==> config.mk <==
export PLATFORM = sky130hd
export DESIGN_NAME = button_move_gen_flat
export DESIGN_NICKNAME = d
export VERILOG_FILES = /design/src/rtl/button_pkg.sv /design/src/rtl/button_move_gen_if.sv /design/src/rtl/button_debounce.sv /design/src/rtl/button_move_gen.sv /design/src/flat_wrapper.sv
export SDC_FILE = /design/constraint.sdc
export NUM_CORES = 1
export LEC_CHECK = 0
export BUFFER_PORTS_ARGS = -buffer_cell sky130_fd_sc_hd__buf_2
export CORE_ASPECT_RATIO = 1.75
export CORE_MARGIN = 1
export CORE_UTILIZATION = 46
export DETAILED_ROUTE_END_ITERATION = 8
export SYNTH_ARGS = -nofsm -noshare
export SYNTH_HDL_FRONTEND = slang
export SYNTH_SLANG_ARGS = --single-unit
==> constraint.sdc <==
create_clock -name clk -period 2.25 [get_ports clk]
set_clock_uncertainty 0.05 [all_clocks]
set_input_delay 0 -clock clk [delete_from_list [all_inputs] [get_ports clk]]
set_output_delay 0 -clock clk [all_outputs]
set_load 0.005 [all_outputs]
==> src/rtl/button_pkg.sv <==
// rtl/button_pkg.sv - shared types and default timing constants for the button move generator
package button_pkg;

    typedef enum logic [1:0] {
        DIR_UP    = 2'd0,
        DIR_DOWN  = 2'd1,
        DIR_LEFT  = 2'd2,
        DIR_RIGHT = 2'd3
    } dir_t;

    typedef enum logic {
        IDLE = 1'b0,
        HOLD = 1'b1
    } state_t;

    localparam int DEF_DEBOUNCE_CYCLES = 250000;
    localparam int DEF_REPEAT_DELAY    = 25000000;
    localparam int DEF_REPEAT_PERIOD   = 10000000;

    function automatic int at_least_one(input int v);
        return (v < 1) ? 1 : v;
    endfunction

endpackage

==> src/rtl/button_move_gen_if.sv <==
// rtl/button_move_gen_if.sv - raw button inputs and move strobe outputs of the move generator
interface button_move_gen_if;
    logic       btn_up_n;
    logic       btn_down_n;
    logic       btn_left_n;
    logic       btn_right_n;
    logic       move_up;
    logic       move_down;
    logic       move_left;
    logic       move_right;
    logic       active;
    logic [1:0] held_dir;

    modport master (
        input  btn_up_n, btn_down_n, btn_left_n, btn_right_n,
        output move_up, move_down, move_left, move_right, active, held_dir
    );

    modport slave (
        output btn_up_n, btn_down_n, btn_left_n, btn_right_n,
        input  move_up, move_down, move_left, move_right, active, held_dir
    );
endinterface

==> src/rtl/button_debounce.sv <==
// rtl/button_debounce.sv - 2-flop synchronizer, debounce counter and press/release edge pulses for one button
module button_debounce
    import button_pkg::*;
#(
    parameter int DEBOUNCE_CYCLES = DEF_DEBOUNCE_CYCLES
) (
    input  logic clk,
    input  logic rst,
    input  logic btn_n,
    output logic press,
    output logic rel
);
    localparam int D_EFF = at_least_one(DEBOUNCE_CYCLES);
    localparam int CW    = $clog2(D_EFF + 1);

    logic          sync1, sync2;
    logic          deb, deb_q;
    logic [CW-1:0] cnt;
    logic [1:0]    fill;
    logic          armed;

    always_ff @(posedge clk or negedge rst) begin
        if (!rst) begin
            sync1 <= 1'b1;
            sync2 <= 1'b1;
            deb   <= 1'b1;
            deb_q <= 1'b1;
            cnt   <= '0;
            fill  <= 2'b00;
            armed <= 1'b0;
        end else begin
            sync1 <= btn_n;
            sync2 <= sync1;
            fill  <= {fill[0], 1'b1};
            deb_q <= deb;
            if (sync2 != deb) begin
                if (cnt == CW'(D_EFF - 1)) begin
                    deb <= sync2;
                    cnt <= '0;
                end else begin
                    cnt <= cnt + CW'(1);
                end
            end else begin
                cnt <= '0;
            end
            // A button held across reset stays disarmed until it is seen released.
            if ((deb && !deb_q) || (fill[1] && sync2 && deb))
                armed <= 1'b1;
        end
    end

    assign press = deb_q & ~deb & armed;
    assign rel   = ~deb_q & deb;

endmodule

==> src/rtl/button_move_gen.sv <==
// rtl/button_move_gen.sv - debounced four-way button to single-cycle move strobes; BUTTON_AUTO_REPEAT_EN enables hold auto-repeat
module button_move_gen
    import button_pkg::*;
#(
    parameter int DEBOUNCE_CYCLES = DEF_DEBOUNCE_CYCLES,
    parameter int REPEAT_DELAY    = DEF_REPEAT_DELAY,
    parameter int REPEAT_PERIOD   = DEF_REPEAT_PERIOD
) (
    input logic               clk,
    input logic               rst,
    button_move_gen_if.master bus
);
    logic [3:0] btn_n, press, rel;
    logic [3:0] move_n, move_n_nxt;
    state_t     state, state_nxt;
    dir_t       held, held_nxt, sel;
    logic       rpt_fire;

    assign btn_n = {bus.btn_right_n, bus.btn_left_n, bus.btn_down_n, bus.btn_up_n};

    for (genvar i = 0; i < 4; i++) begin : g_deb
        button_debounce #(.DEBOUNCE_CYCLES(DEBOUNCE_CYCLES)) u_deb (
            .clk   (clk),
            .rst   (rst),
            .btn_n (btn_n[i]),
            .press (press[i]),
            .rel   (rel[i])
        );
    end

    // Checked lowest priority first so the highest-priority press wins.
    always_comb begin
        sel = DIR_RIGHT;
        if (press[2]) sel = DIR_LEFT;
        if (press[1]) sel = DIR_DOWN;
        if (press[0]) sel = DIR_UP;
    end

`ifdef BUTTON_AUTO_REPEAT_EN
    localparam int RD_EFF = at_least_one(REPEAT_DELAY);
    localparam int RP_EFF = at_least_one(REPEAT_PERIOD);
    localparam int RMAX   = (RD_EFF > RP_EFF) ? RD_EFF : RP_EFF;
    localparam int RW     = $clog2(RMAX + 1);

    logic [RW-1:0] rpt_cnt;

    // Loaded with value-1 so the strobe lands exactly DELAY/PERIOD cycles apart.
    always_ff @(posedge clk or negedge rst) begin
        if (!rst) begin
            rpt_cnt <= '0;
        end else if (state == IDLE && |press) begin
            rpt_cnt <= RW'(RD_EFF - 1);
        end else if (state == HOLD) begin
            if (rpt_cnt == '0) rpt_cnt <= RW'(RP_EFF - 1);
            else               rpt_cnt <= rpt_cnt - RW'(1);
        end
    end

    assign rpt_fire = (rpt_cnt == '0);
`else
    assign rpt_fire = 1'b0;
`endif

    always_ff @(posedge clk or negedge rst) begin
        if (!rst) begin
            state  <= IDLE;
            held   <= DIR_UP;
            move_n <= 4'hF;
        end else begin
            state  <= state_nxt;
            held   <= held_nxt;
            move_n <= move_n_nxt;
        end
    end

    always_comb begin
        state_nxt = state;
        held_nxt  = held;
        case (state)
            IDLE: if (|press) begin
                state_nxt = HOLD;
                held_nxt  = sel;
            end
            HOLD: if (rel[held]) state_nxt = IDLE;
            default: state_nxt = IDLE;
        endcase
    end

    always_comb begin
        move_n_nxt = 4'hF;
        if (state == IDLE && |press)
            move_n_nxt[sel] = 1'b0;
        else if (state == HOLD && !rel[held] && rpt_fire)
            move_n_nxt[held] = 1'b0;
    end

    assign bus.move_up    = move_n[0];
    assign bus.move_down  = move_n[1];
    assign bus.move_left  = move_n[2];
    assign bus.move_right = move_n[3];
    assign bus.active     = (state == HOLD);
    assign bus.held_dir   = (state == HOLD) ? held : DIR_UP;

endmodule

==> src/flat_wrapper.sv <==
// flat-port wrapper written by rule: the top's interface ports become plain ports
module button_move_gen_flat import button_pkg::*;
#(
    parameter int DEBOUNCE_CYCLES = DEF_DEBOUNCE_CYCLES,
    parameter int REPEAT_DELAY    = DEF_REPEAT_DELAY,
    parameter int REPEAT_PERIOD   = DEF_REPEAT_PERIOD
)
  (clk, rst, bus_btn_up_n, bus_btn_down_n, bus_btn_left_n, bus_btn_right_n, bus_move_up, bus_move_down, bus_move_left, bus_move_right, bus_active, bus_held_dir);
  button_move_gen_if bus_i ();
  input logic clk;
  input logic rst;
  input wire logic [$bits(bus_i.btn_up_n)-1:0] bus_btn_up_n;
  input wire logic [$bits(bus_i.btn_down_n)-1:0] bus_btn_down_n;
  input wire logic [$bits(bus_i.btn_left_n)-1:0] bus_btn_left_n;
  input wire logic [$bits(bus_i.btn_right_n)-1:0] bus_btn_right_n;
  output wire logic [$bits(bus_i.move_up)-1:0] bus_move_up;
  output wire logic [$bits(bus_i.move_down)-1:0] bus_move_down;
  output wire logic [$bits(bus_i.move_left)-1:0] bus_move_left;
  output wire logic [$bits(bus_i.move_right)-1:0] bus_move_right;
  output wire logic [$bits(bus_i.active)-1:0] bus_active;
  output wire logic [$bits(bus_i.held_dir)-1:0] bus_held_dir;
  assign bus_i.btn_up_n = bus_btn_up_n;
  assign bus_i.btn_down_n = bus_btn_down_n;
  assign bus_i.btn_left_n = bus_btn_left_n;
  assign bus_i.btn_right_n = bus_btn_right_n;
  assign bus_move_up = bus_i.move_up;
  assign bus_move_down = bus_i.move_down;
  assign bus_move_left = bus_i.move_left;
  assign bus_move_right = bus_i.move_right;
  assign bus_active = bus_i.active;
  assign bus_held_dir = bus_i.held_dir;
  button_move_gen #(.DEBOUNCE_CYCLES(DEBOUNCE_CYCLES), .REPEAT_DELAY(REPEAT_DELAY), .REPEAT_PERIOD(REPEAT_PERIOD)) u_core (.clk(clk), .rst(rst), .bus(bus_i));
endmodule
Word-level counts from Yosys, hierarchy flattened
Index checks and enable logic that the tools add are counted.
- input bits: 6
- register bits: 107
- mux-type cells: 20
- bitwise gates (word level): 22
- reductions and logical operators: 28
- magnitude comparators: 3
- equal/unequal tests: 8
- $add $sub $neg: 4
- operator list (kind ; count):
    $mux W18 ; 8
    $add A18 B1 Y18 const B ; 4
    $eq A18 B18 Y1 const B ; 4
    $logic_and A1 B1 Y1 ; 14
    $and A1 B1 Y1 ; 12
    $reduce_and A2 Y1 ; 5
    $not A1 Y1 ; 9
    $lt A2 B3 Y1 const B ; 2
    $mux W2 ; 3
    $mux W1 ; 5
    $logic_not A1 Y1 ; 4
    $logic_or A1 B1 Y1 ; 4
    $mux W4 ; 1
    $ne A1 B1 Y1 ; 4
    $not A4 Y4 ; 1
    $reduce_or A4 Y1 ; 1
    $bmux W1 S2 ; 1
    $demux W1 S2 ; 1
    $ge A2 B1 Y1 const B ; 1
    $pmux W1 S2 ; 1

Logic depth before layout (Yosys ltp)
- word-level depth: 12
- depth in mapped cells: 6
- mapped depth without buffers: 5

Cells and area by module
From an unflattened synthesis, not the netlist that was laid out.
- cells, all modules: 460
- area total of the unflattened synthesis: 4984.8 um2
- by module, submodules not included (module ; area each (um2) ; cells an instance ; instances ; sequential area each (um2)):
    button_debounce at u_core.g_deb[0].u_deb ... ; 1167.4 ; 109 ; 3 ; 630.6
    button_debounce at u_core.g_deb[1].u_deb ; 1182.4 ; 108 ; 1 ; 630.6
    button_move_gen ; 300.3 ; 25 ; 1 ; 180.2

Least setup slack after synthesis
Ideal clock, no wire load.
- kind: register to register
- start: register u_core.g_deb[3].u_deb.cnt[10]
- end: register u_core.g_deb[3].u_deb.cnt[16]
- period minus slack after synthesis: 1.817 ns
- buffers on the path: 1
- required time: 2.081 ns
- cell stages (with the launch flop): 6
- arrival: 1.648 ns
- library setup time: 0.119 ns
- setup slack: 0.433 ns
- path through: dfrtp_1 -> nor4_1 -> nand4_1 -> o41ai_4 -> buf_6 -> nor2_1
- word-level cells in the longest chain between the ends: 3
- RTL lines (item ; RTL line ; RTL):
    start, declared ; button_debounce.sv:18 ; logic [CW-1:0] cnt;
    start signal, assigned ; button_debounce.sv:41 ; cnt <= cnt + CW'(1);
    $add A18 B1 Y18 / $eq A18 B18 Y1 (equally long branches) ; button_debounce.sv:41, button_debounce.sv:37 ;
    $mux W18 (*) ; button_debounce.sv:37 ; if (cnt == CW'(D_EFF - 1)) begin
    $mux W18 (*) ; button_debounce.sv:36 ; if (sync2 != deb) begin
Every way passes the cells marked *; elsewhere a longest branch is shown, timed or not.
A chain may end at the register's enable or synchronous reset.

Worst setup path in the final report
- start: register u_core.g_deb[3].u_deb.cnt[6]
- end: register u_core.g_deb[3].u_deb.cnt[15]
The elaborated chain is that of the path after synthesis.

==> key figures <==
Worst setup path
  – Startpoint Class: flip-flop
  – R2r startpoint: u_core.g_deb[3].u_deb.cnt[6]
  – Worst EP required: 2.47 ns
  – CP endpoint kind: flip-flop
  – Crit-path max FO: 7
  – Setup slack, reg-to-reg: 0.41 ns
  – Critical path class: reg2reg
  – Critical Path AT: 2.06 ns
  – R2R depth: 4
  – Terminus of the critical flop-to-flop path: u_core.g_deb[3].u_deb.cnt[15]

Timing
  – Fmax achieved: 544 MHz
  – Final-report setup violation count: 0
  – Fin Hold WS: 0.00407 ns
  – Tcrit/Tclk final: 0.817
  – Setup_tns: 0 ns
  – Final Max Slew Viols: 0
  – RSZ-0062 raised after global routing: false
  – Hold Vio Cnt, Final: 0
  – Tmin final: 1.84 ns

GRT
  – Grt total ovfl: 0
  – Largest net degree at the start of global routing: 56
  – Vias in the first global route: 3230
  – Initial antenna violation count: 0
  – First-pass GRT wire length: 14600 um
  – GRT Total Usage: 0.175

Synthesis
  – Post-synth EDFFs: 0
  – Most common cell in the netlist: dfrtp_1
  – Top cell type's share of synthesized area: 0.429
  – #FFs+latches synth: 101
  – Syn_nets: 460
  – Mapped Area: 4720 um2
  – Syn Inst Count: 450
  – Synth area leaders: dfrtp_1, dfstp_2, xnor2_1, nor2_1, xor2_1
  – Largest area contributor in the synthesized netlist: dfrtp_1
  – Post-synth top cells: dfrtp_1, nor2_1, xnor2_1
  – Synth unique cells: 44
  – Average size of a mapped cell: 10.5 um2
  – Synth async-reset ratio: 1.00
  – Most used DFF post-synth: dfrtp_1
  – Sequential-to-total area share from yosys stat: 0.541
  – Syn. warnings: 0

Routing
  – Routed wl met2: 4420 um
  – Post-Route WL: 8520 um
  – Final ANT Viol Nets: 0
  – DRC viols: 0
  – Met1 WL: 3720 um
  – Uppermost routed layer: met4
  – Initial DRC Count: 127
  – Met3 wire len: 163 um
  – Via count: 3302
  – 1st-pass router iterations: 4
  – Routed len/inst: 14.0 um
  – Via-to-Cell Ratio: 5.41

Finish
  – Area growth syn-to-layout: 13.6%
  – Total Nets Final: 490
  – Design Area, Final: 5360 um2
  – Fraction of layout cells with a size suffix above 1: 0.144
  – N_diodes: 0

Clock tree
  – CTS buffer count: 9
  – Maximum buffer depth of the clock tree: 2
  – H-tree depth: 3
  – TritonCTS clock tree: built
  – Setup repair bufs after CTS: 0
  – CTS clk-pin slew, worst paths: 0.07 ns
  – CTS Sinks: 101
  – Root Buffer: clkbuf_16
  – Clock Latency Late Sink: 0.34 ns

Floorplanning
  – Initial Util: 0.476
  – Die Ht: 136 um
  – Die width: 78.6 um
  – Core Box Area: 9910 um2
  – Core Rows: 48
  – Die Area: 10700 um2
  – Top Ports: 13

Power and ir drop
  – Combinational power share: 0.033
  – Sw frac: 0.201
  – Static leakage: 2.22 nW
  – Maximum vdd drop: 0.350 mV
  – Flop pwr share: 0.506
  – Clock share of power: 0.461
  – Internal power: 2.96 mW
  – Pwr dens: 691 nW/um2
  – Psw: 0.744 mW

Min path
  – Hold Path Class: in2async

Placement
  – PortBufs: 12
  – Dpl hpwl: 5830 um
  – GPL Wtd Cong: 0.777
  – Placement-stage cell area: 4980 um2

Job
  – Max Cap Viol: 0

Status
  – Outcome: completed
## layout make-up
cell class	count	area (um2)
multi-input cells	326	2070
clock inverters	3	67.6
repair buffers	25	185
fillers	900	4550
clock buffers	13	270
well taps	125	156
flip-flops and latches	101	2550
inverters	17	63.8
## critical path: stages, from the launching register on
cell	delay, ns
dfrtp_1	0.46
nand4_4	0.18
or3_4	0.44
or4b_1	0.47
a21oi_1	0.15
## stage by stage
stage,util,setup slack [ns],instances,power [mW]
after CTS,0.541,0.413,610,3.76
after detailed placement,0.502,0.430,589,2.03
after global placement,0.502,0.433,589,2.02
after floorplan,-,0.433,450,1.96
final,0.541,0.412,610,3.70
after global routing,0.541,0.235,610,3.84
## state kept, by name (all words and copies together), names as in the netlist, 4 cells and up
name,cells
u_core.g_deb.u_deb.cnt,72
u_core.g_deb.u_deb.armed,4
u_core.g_deb.u_deb.deb,4
u_core.g_deb.u_deb.deb_q,4
u_core.g_deb.u_deb.sync1,4
u_core.g_deb.u_deb.sync2,4
u_core.move_n,4
## layer usage
layer,vias to the layer above,track usage
li1,1637,-
met1,1607,0.207
met2,43,0.303
met3,15,0.0248
met4,0,0.0988
met5,-,0
## worst max path at each step
stage          slack [ns]                       endpoint                          start  depth (start not counted)
2_1_floorplan        0.43  u_core.g_deb[3].u_deb.cnt[16]  u_core.g_deb[3].u_deb.cnt[10]                          5
3_3_place_gp         0.43   u_core.g_deb[1].u_deb.cnt[2]  u_core.g_deb[1].u_deb.cnt[10]                          5
3_5_place_dp         0.43   u_core.g_deb[1].u_deb.cnt[9]  u_core.g_deb[1].u_deb.cnt[10]                          5
4_1_cts              0.41      u_core.g_deb[3].u_deb.deb  u_core.g_deb[3].u_deb.cnt[10]                          4
5_1_grt              0.24   u_core.g_deb[3].u_deb.cnt[6]  u_core.g_deb[3].u_deb.cnt[10]                          5
6_report             0.41  u_core.g_deb[3].u_deb.cnt[15]   u_core.g_deb[3].u_deb.cnt[6]                          4
## kinds of logic (layout without fill, tap and decap cells)
logic type,count (synthesis),after routing,share of synthesized area
flops,101,101,0.541
mux,4,4,0.00954
buf+inv,23,58,0.0212
xor+xnor,59,59,0.109
other cells,1,1,0.000794
compound gates,34,34,0.0580
fa+ha+maj,4,4,0.0106
simple gates,224,224,0.250
## power by group through the flow
stage / Clock [mW] / Combinational (mW) / Sequential, mW
3_5_place_dp: 0 / 0.120 / 1.91
3_3_place_gp: 0 / 0.118 / 1.91
6_report: 1.71 / 0.122 / 1.87
4_1_cts: 1.76 / 0.127 / 1.87
5_1_grt: 1.82 / 0.142 / 1.88
2_1_floorplan: 0 / 0.0582 / 1.90
## cell usage in the layout, fill, tap and decap left out, types with 4 or more instances in the layout
master,instances
a21o_1,4
a21oi_1,13
and4_1,6
buf_2,11
buf_4,8
clkbuf_16,9
dfrtp_1,81
dfstp_2,20
dlygate4sd3_1,5
ha_1,4
inv_1,17
mux2_2,4
nand2_1,26
nand3_1,28
nand3b_1,5
nand4_1,20
nor2_1,77
nor3_1,10
nor4_1,21
o21ai_0,4
o31ai_1,5
or3_1,4
or4_1,5
xnor2_1,39
xor2_1,20
## what timing repair did
action / in CTS / in global routing
resized for setup: 0 / 0
hold buffers: 5 / 0
endpoints found under the hold margin: 88 / 0
Note: power is estimated with default switching activity, not from simulation.
